### src/rtl/req_queue_mc_pkg.sv
// req_queue_mc_pkg
// Shared definitions for the request queue and for the MIG command sequencer
// that decodes the queue entries.
//   - clog2 / chw_of : derived-width helpers (channel-ID width is at least 1)
//   - ent_*          : queue entry layout {RD, ID, ADDR}, ADDR in the LSBs
package req_queue_mc_pkg;

    function automatic int clog2(input int value);
        int r;
        r = 0;
        while ((1 << r) < value) r++;
        return r;
    endfunction

    function automatic int chw_of(input int nch);
        return (nch <= 1) ? 1 : clog2(nch);
    endfunction

    function automatic int ent_addr_lsb();
        return 0;
    endfunction

    function automatic int ent_id_lsb(input int aw);
        return aw;
    endfunction

    function automatic int ent_rd_bit(input int aw, input int chw);
        return aw + chw;
    endfunction

    function automatic int ent_width(input int aw, input int chw);
        return aw + chw + 1;
    endfunction

endpackage

### src/rtl/sfifo_1r1w.sv
// sfifo_1r1w
// Simple one-write / one-read storage array used as FIFO backing store.
// Write is synchronous, read is combinational. Contents are not reset; the
// owner qualifies the read data with its own valid/occupancy state.
//   clk       : clock
//   ram_wen   : write enable
//   ram_waddr : write address
//   ram_wdata : write data
//   ram_raddr : read address
//   ram_rdata : read data (combinational)
module sfifo_1r1w #(
    parameter int SFIFODW = 8,
    parameter int SFIFOAW = 3,
    parameter int SFIFODP = 8
) (
    input  logic               clk,
    input  logic               ram_wen,
    input  logic [SFIFOAW-1:0] ram_waddr,
    input  logic [SFIFODW-1:0] ram_wdata,
    input  logic [SFIFOAW-1:0] ram_raddr,
    output logic [SFIFODW-1:0] ram_rdata
);

    logic [SFIFODW-1:0] mem_q [SFIFODP];

    always_ff @(posedge clk) begin
        if (ram_wen) begin
            mem_q[ram_waddr] <= ram_wdata;
        end
    end

    assign ram_rdata = mem_q[ram_raddr];

endmodule

### src/rtl/req_queue_mc.sv
// req_queue_mc
// Round-robin arbitrated request queue between NCH memory requesters and the
// MIG command sequencer. One request is accepted per cycle into a DEPTH-entry
// FIFO; each entry carries its source channel ID for read-data routing.
//   mclk, mrst_n  : clock, asynchronous active-low reset
//   cmd_req       : per-channel request, held until acked
//   cmd_rd        : per-channel type (1 = read)
//   cmd_addr      : channel i address at [i*AW +: AW]
//   cmd_ack       : one-hot/zero accept, same cycle as the request
//   q_valid/ready : head handshake toward the sequencer
//   q_addr/rd/id  : head entry fields, zero while the queue is empty
//   q_count       : occupancy 0..DEPTH
//   q_afull       : q_count >= AFULL
module req_queue_mc
    import req_queue_mc_pkg::*;
#(
    parameter  int NCH   = 2,
    parameter  int AW    = 32,
    parameter  int DEPTH = 8,
    parameter  int AFULL = 6,
    localparam int CHW   = chw_of(NCH),
    localparam int PW    = clog2(DEPTH),
    localparam int CW    = PW + 1
) (
    input  logic              mclk,
    input  logic              mrst_n,
    input  logic [NCH-1:0]    cmd_req,
    input  logic [NCH-1:0]    cmd_rd,
    input  logic [NCH*AW-1:0] cmd_addr,
    output logic [NCH-1:0]    cmd_ack,
    output logic              q_valid,
    input  logic              q_ready,
    output logic [AW-1:0]     q_addr,
    output logic              q_rd,
    output logic [CHW-1:0]    q_id,
    output logic [CW-1:0]     q_count,
    output logic              q_afull
);

    localparam int DW       = ent_width(AW, CHW);
    localparam int ADDR_LSB = ent_addr_lsb();
    localparam int ID_LSB   = ent_id_lsb(AW);
    localparam int RD_BIT   = ent_rd_bit(AW, CHW);
    localparam logic [CHW:0] NCH_W = (CHW+1)'(NCH);

    logic [CHW-1:0] rr_q, rr_d;
    logic [PW-1:0]  wptr_q, rptr_q;
    logic [CW-1:0]  count_q, count_d;

    logic [NCH-1:0] req_rot;
    logic [CHW-1:0] off, grant;
    logic [CHW:0]   sum, nxt;
    logic           any_req, full, push, pop;
    logic           rd_g;
    logic [AW-1:0]  addr_g;
    logic [DW-1:0]  wdata, rdata;

    // Rotate the request vector so that bit 0 is the channel at rr_q; the
    // lowest set bit is then the round-robin winner's offset from rr_q.
    always_comb begin
        req_rot = NCH'({cmd_req, cmd_req} >> rr_q);
        off     = '0;
        for (int k = NCH - 1; k >= 0; k--) begin
            if (req_rot[k]) off = CHW'(k);
        end
        sum   = {1'b0, rr_q} + {1'b0, off};
        grant = (sum >= NCH_W) ? CHW'(sum - NCH_W) : CHW'(sum);
        nxt   = {1'b0, grant} + (CHW+1)'(1);
        rr_d  = (nxt >= NCH_W) ? '0 : nxt[CHW-1:0];
    end

    assign any_req = |cmd_req;
    assign full    = (count_q == CW'(DEPTH));
    assign q_valid = (count_q != '0);
    // Reset gating keeps acks low for the whole time mrst_n is asserted.
    assign push    = any_req & ~full & mrst_n;
    assign pop     = q_valid & q_ready;

    always_comb begin
        cmd_ack = '0;
        rd_g    = 1'b0;
        addr_g  = '0;
        for (int i = 0; i < NCH; i++) begin
            if (grant == CHW'(i)) begin
                cmd_ack[i] = push;
                rd_g       = cmd_rd[i];
                addr_g     = cmd_addr[i*AW +: AW];
            end
        end
    end

    always_comb begin
        wdata                  = '0;
        wdata[RD_BIT]          = rd_g;
        wdata[ID_LSB +: CHW]   = grant;
        wdata[ADDR_LSB +: AW]  = addr_g;
    end

    always_comb begin
        count_d = count_q;
        case ({push, pop})
            2'b10:   count_d = count_q + CW'(1);
            2'b01:   count_d = count_q - CW'(1);
            default: count_d = count_q;
        endcase
    end

    always_ff @(posedge mclk or negedge mrst_n) begin
        if (!mrst_n) begin
            rr_q    <= '0;
            wptr_q  <= '0;
            rptr_q  <= '0;
            count_q <= '0;
        end else begin
            if (push) begin
                rr_q   <= rr_d;
                wptr_q <= wptr_q + PW'(1);
            end
            if (pop) begin
                rptr_q <= rptr_q + PW'(1);
            end
            count_q <= count_d;
        end
    end

    sfifo_1r1w #(
        .SFIFODW (DW),
        .SFIFOAW (PW),
        .SFIFODP (DEPTH)
    ) u_store (
        .clk       (mclk),
        .ram_wen   (push),
        .ram_waddr (wptr_q),
        .ram_wdata (wdata),
        .ram_raddr (rptr_q),
        .ram_rdata (rdata)
    );

    assign q_addr  = q_valid ? rdata[ADDR_LSB +: AW] : '0;
    assign q_rd    = q_valid ? rdata[RD_BIT] : 1'b0;
    assign q_id    = q_valid ? rdata[ID_LSB +: CHW] : '0;
    assign q_count = count_q;
    assign q_afull = (count_q >= CW'(AFULL));

endmodule
### config.mk
export PLATFORM = sky130hd
export DESIGN_NAME = req_queue_mc
export DESIGN_NICKNAME = d
export VERILOG_FILES = /design/src/rtl/req_queue_mc_pkg.sv /design/src/rtl/sfifo_1r1w.sv /design/src/rtl/req_queue_mc.sv
export SDC_FILE = /design/constraint.sdc
export NUM_CORES = 1
export LEC_CHECK = 0
export CAP_MARGIN = 10
export CORE_MARGIN = 10
export CORE_UTILIZATION = 57
export CTS_CLUSTER_DIAMETER = 100
export DETAILED_ROUTE_END_ITERATION = 10
export GPL_ROUTABILITY_DRIVEN = 0
export PLACE_DENSITY = 0.91
export SLEW_MARGIN = 20
export SYNTH_ARGS = -nofsm -noshare
export SYNTH_HDL_FRONTEND = slang
export SYNTH_SLANG_ARGS = --single-unit
### constraint.sdc
create_clock -name mclk -period 5.6 [get_ports mclk]
set_input_delay 0.56 -clock mclk [delete_from_list [all_inputs] [get_ports mclk]]
set_output_delay 0.56 -clock mclk [all_outputs]
set_load 0.02 [all_outputs]
* Word level (Yosys, flattened, before mapping) *
Memories as Yosys holds them, arrays and structs flattened.
Cells that the tools add are included.

storage, ports and cells
  memories = 1
  RAM bits = 272
  flip-flop bits (word level) = 11
  output and inout port bits = 42

operators by class
  reduce and logical (&&, ||, !) cells = 3
  shifts and indexed selects = 1
  equality and inequality tests = 3
  $lt $le $gt $ge = 3
  muxes and demuxes = 14
  bitwise gates (word level) = 4
  $add $sub $neg = 7

memory list
  name           depth  width  rd ports  clocked after Yosys merged registers in  wr ports  line              source
  u_store.mem_q  8      34     1         0                                        1         sfifo_1r1w.sv:24  logic [SFIFODW-1:0] mem_q [SFIFODP];

operators with widths
  operator               count
  $mux W32               2
  $mux W1                11
  $pmux W4 S2            1
  $add A3 B1 Y3 const B  2
  $add A4 B1 Y4 const B  1
  $eq A4 B4 Y1 const B   1
  $ge A2 B2 Y1 const B   2
  $ge A4 B3 Y1 const B   1
  $reduce_bool A4 Y1     1
  $shr A4 B1 Y2          1
  $sub A4 B1 Y4 const B  1
  $and A1 B1 Y1          3
  $add A1 B1 Y2          1
  $add A1 B1 Y2 const B  1
  $eq A2 B1 Y1 const B   1
  $eq A2 B2 Y1 const B   1
  $reduce_bool A2 Y1     1
  $reduce_or A2 Y1       1
  $not A1 Y1             1
  $sub A1 B1 Y1 const B  1

* Depth between registers and ports, before layout *
  word-level depth = 9
  mapped depth = 12
  gate-level depth less buffers = 10

* Hierarchy *
A second synthesis with hierarchy kept.

second synthesis, totals
  cell total of the unflattened synthesis = 540
  area, all modules = 11654.9 sq um

by module, submodules not included
  module        area an instance (sq um)  instances  cells each  sequential area each (sq um)
  sfifo_1r1w    10402.5                   1          407         8167.8
  req_queue_mc  1252.5                    1          133         275.3

* Worst setup path before layout *
Ideal clock, no wire load.

  path kind = register -> register
  from = register count_q[2] (netlist: q_count[2])
  to = memory u_store.mem_q[0][0] (netlist bit) (enable)
  path slack = 0.632 ns
  stages on the path, launching flop included = 6
  buffers on the path = 1
  data arrival time = 4.458 ns
  required time = 5.089 ns
  cells stage by stage = dfrtp_1 > buf_2 > nor3_1 > a21boi_2 > nand2_1 > nor4_1

on the way
  cells in the longest elaborated chain, start to end = 6

ends and longest elaborated chain
  item                           line                 source
  start, declared                req_queue_mc.sv:48   logic [CW-1:0] count_q, count_d;
  start signal, assigned         req_queue_mc.sv:122  count_q <= count_d;
  $eq A4 B4 Y1                   req_queue_mc.sv:73   assign full = (count_q == CW'(DEPTH));
  $not A1 Y1                     req_queue_mc.sv:76   assign push = any_req & ~full & mrst_n;
  $and A1 B1 Y1 (2 in series)    req_queue_mc.sv:76
  $mux W1                        sfifo_1r1w.sv:27     if (ram_wen) begin
  $mux W1 (not written as such)  sfifo_1r1w.sv:28     mem_q[ram_waddr] <= ram_wdata;
  end, declared                  sfifo_1r1w.sv:24

Every way passes these cells.

* Final worst setup path *
  from = register rptr_q[0]
  to = output q_addr[5]

on the way
  cells in the longest elaborated chain, start to end = 2

ends and longest elaborated chain
  item                    line                 source
  start, declared         req_queue_mc.sv:47   logic [PW-1:0] wptr_q, rptr_q;
  start signal, assigned  req_queue_mc.sv:120  rptr_q <= rptr_q + PW'(1);
  $mem_v2 Z8 W34          --
  $mux W32                req_queue_mc.sv:139  assign q_addr = q_valid ? rdata[ADDR_LSB +: AW] : '0;
  end, declared           req_queue_mc.sv:33   output logic [AW-1:0] q_addr,

Every way passes these cells.

==> flow_summary_export.csv <==
group,metric,value,unit
floorplan,die_w,161,microns
timing,period_minus_slack,3860,ps
power_and_ir_drop,p_total,0.00744,W
critical_path,cp_data_arrival_time,3300,ps
power_and_ir_drop,p_int,0.00504,W
global_route,antenna_found_initial,0,
finish,layout-drive-gt1-share,0.216,
synth,ys_ff_latch,283,
critical_path,worstPathMaxFanout,30,
critical_path,rr_startpoint,"q_count[1]$_DFFE_PN0P_",
run_status,status,"finished clean",
power_and_ir_drop,p_comb_frac,0.342,
global_route,grt_pass1_wl,39000,microns
synth,yosys_warnings,0,
synth,yosysTopAreaCell,"edfxtp_1",
global_route,grt_pass1_vias,6283,
floorplan,dieArea,26000,sq um
placement,io_buffer_count,112,
critical_path,crit_path_end,"q_addr[5]",
routing,via_per_inst,6.11,
timing,worst_clock_skew,13.3,ps
global_route,grt_max_degree,71,
timing,worst_slack,1740,ps
finish,n_fill_cell,1146,
clocking,cts_setup_buffers,0,
timing,max_freq,0.259,GHz
critical_path,rrSetupSlack,2770,ps
synth,syn_inst,536,
floorplan,num_rows,51,
power_and_ir_drop,power_frac_seq,0.408,
timing,worst_slew_pin_slew,1050,ps
synth,synth.net_count,612,
floorplan,pin_count,113,
finish,antennaDiodeCount,0,
critical_path,cp-end-kind,"primary output",
power_and_ir_drop,clkPwrFrac,0.249,
timing,rsz0062_at_grt,"no",
routing,wirelength,25700,microns
synth,synth.avg_cell_area,21.2,sq um
power_and_ir_drop,ir_drop,0.000373,V
synth,syn_area,11400,sq um
global_route,grt.total_usage,0.196,
power_and_ir_drop,switchingPower,0.00240,W
synth,ys_top_cells_by_area,"edfxtp_1 72%, mux4_2 13%, mux2i_1 3.0%, mux2_1 2.9%, dfrtp_1 2.4%",
placement,dp_hpwl,14400,microns
critical_path,start_kind,"register",
timing,finalSetupViolCount,0,
min_path,hold_path.class,"in -> async",
global_route,grt_overflow,0,
floorplan,core,19500,sq um
timing,maxSlewViolCount,0,
critical_path,rr_endpoint,"q_count[2]$_DFFE_PN0P_",
clocking,cts_tree,"done",
clocking,clock_latency,540,ps
timing,slew_headroom,0.297,
flow_run,cap_violations,0,
timing,min_period_over_period,0.689,
clocking,cts.sink_count,283,
critical_path,critical_path_class,"reg -> out",
finish,fin_nets,740,
clocking,cts_resized,0,
floorplan,fp.dieH,161,microns
floorplan,start_util,0.583,
clocking,cts-htree-levels,1,
critical_path,crit_required,5040,ps
power_and_ir_drop,power.density,540,nW/um^2
routing,drc,0,
clocking,clkTransAtPathRegs,60,ps
clocking,clk_path_buf_depth,3,
clocking,hold_buffers,0,
routing,drtIter0Drc,455,
synth,synth_cell_types,33,
timing,hold_viol,0,
routing,drt_pass1_iterations,5,
placement,place_ws,2120,ps
synth,yosysSeqAreaShare,0.742,
critical_path,ff2ff_path_depth,11,
finish,area_growth,21.0,%
timing,whs,376,ps
clocking,cts_root_buf,"clkbuf_16",
clocking,cts_inserted_buffers,28,
synth,yosysTopAreaCellShare,0.718,
routing,dr_total_vias,5809,
power_and_ir_drop,p_leak,4.56,nW
routing,ant_nets,0,
routing,wire_per_inst,27.0,microns
power_and_ir_drop,swShare,0.323,
critical_path,crit_start,"rptr_q[0]$_DFFE_PN0P_",
timing,final.setup.tns,0,ps
==> sequential cells by signal, summed over array words and instances (netlist names) <==
signal	cells
wptr_q	3
u_store.mem_q	272
rr_q	1
q_count	4
rptr_q	3
==> through the flow <==
stage | std cells | util | area [sq um]
CTS | 951 | 0.705 | 13800
finish | 951 | 0.705 | 13800
floorplan | 536 | - | 11400
detailed placement | 899 | 0.658 | 12900
global route | 951 | 0.705 | 13800
global placement | 899 | 0.658 | 12900
==> Yosys cell counts <==
cell type / instances
a211o_1: 1
a21boi_2: 1
a21o_1: 1
a21oi_1: 3
a31oi_1: 2
and2_4: 1
and3_1: 3
buf_2: 15
buf_4: 1
buf_6: 3
clkbuf_1: 10
dfrtp_1: 11
edfxtp_1: 272
ha_1: 5
inv_2: 1
mux2_1: 29
mux2_2: 6
mux2_4: 1
mux2i_1: 34
mux4_2: 68
nand2_1: 4
nand2b_1: 3
nand3_1: 1
nand3b_1: 1
nor2_1: 39
nor3_1: 5
nor3b_1: 2
nor4_1: 1
nor4_4: 1
o21ai_1: 1
or2_2: 1
xnor2_1: 3
xor2_1: 6
==> critical path, cell delays in order (launching register included) <==
cell and delay, ps:
dfrtp_4 720, buf_4 590, mux4_2 590, mux2i_1 220, nor2_1 60, clkdlybuf4s50_1 560
==> final cells by class <==
type                    count  area [sq um]  share of cell area
clock inverters            18           169              0.0123
well taps                 265           332              0.0241
clock buffers              34           744              0.0541
multi-input cells         223          2840               0.206
flip-flops and latches    283          8450               0.614
inverters                   1          3.75            0.000273
repair buffers            127          1230              0.0896
==> cells in the final DEF, fill, tap and decap left out, types with 4 or more instances in the layout <==
| cell | n |
|---|---|
| mux2_2 | 6 |
| mux4_2 | 68 |
| clkbuf_1 | 5 |
| nor2_1 | 36 |
| mux2_1 | 29 |
| mux2i_1 | 34 |
| clkdlybuf4s50_1 | 112 |
| ha_1 | 5 |
| clkinv_1 | 6 |
| xor2_1 | 6 |
| buf_4 | 15 |
| nor3_2 | 4 |
| clkinv_2 | 6 |
| nand2_1 | 4 |
| edfxtp_1 | 272 |
| clkbuf_16 | 29 |
| dfrtp_1 | 8 |
==> power by group through the flow <==
stage	Sequential [W]	Combinational [W]	Clock, W
2_1_floorplan	0.00284	0.00174	0
4_1_cts	0.00303	0.00259	0.00187
6_report	0.00304	0.00255	0.00186
3_3_place_gp	0.00302	0.00246	0
5_1_grt	0.00307	0.00272	0.00194
3_5_place_dp	0.00307	0.00254	0
==> worst min path at each step <==
stage,from,to,slack [ps],cells past startpoint
6_report,mrst_n,q_count[0]$_DFFE_PN0P_,380,1
5_1_grt,mrst_n,q_count[0]$_DFFE_PN0P_,410,1
4_1_cts,mrst_n,q_count[0]$_DFFE_PN0P_,380,1
3_5_place_dp,rr_q$_DFFE_PN0P_,rr_q$_DFFE_PN0P_,540,1
3_3_place_gp,rr_q$_DFFE_PN0P_,rr_q$_DFFE_PN0P_,500,1
2_1_floorplan,mrst_n,q_count[0]$_DFFE_PN0P_,260,0
==> cell families (layout without fill, tap and decap cells) <==
family | after synthesis | in the layout | synth area share
adder cells (fa/ha/maj) | 5 | 5 | 0.00550
AO/OA/AOI/OAI | 9 | 9 | 0.00528
AND/OR/NAND/NOR | 62 | 62 | 0.0258
multiplexers | 138 | 138 | 0.200
flip-flops | 283 | 283 | 0.742
XOR/XNOR | 9 | 9 | 0.00693
buffers and inverters | 30 | 180 | 0.0139
==> per-layer routing <==
layer / global-route usage / wire [microns] / vias to the layer above
li1: - / - / 2456
met1: 0.239 / 9880 / 3054
met2: 0.350 / 13800 / 264
met3: 0.0348 / 1480 / 35
met4: 0.0562 / 487 / 0
met5: 0 / 0 / -
Power figures use the tool's default switching activity.
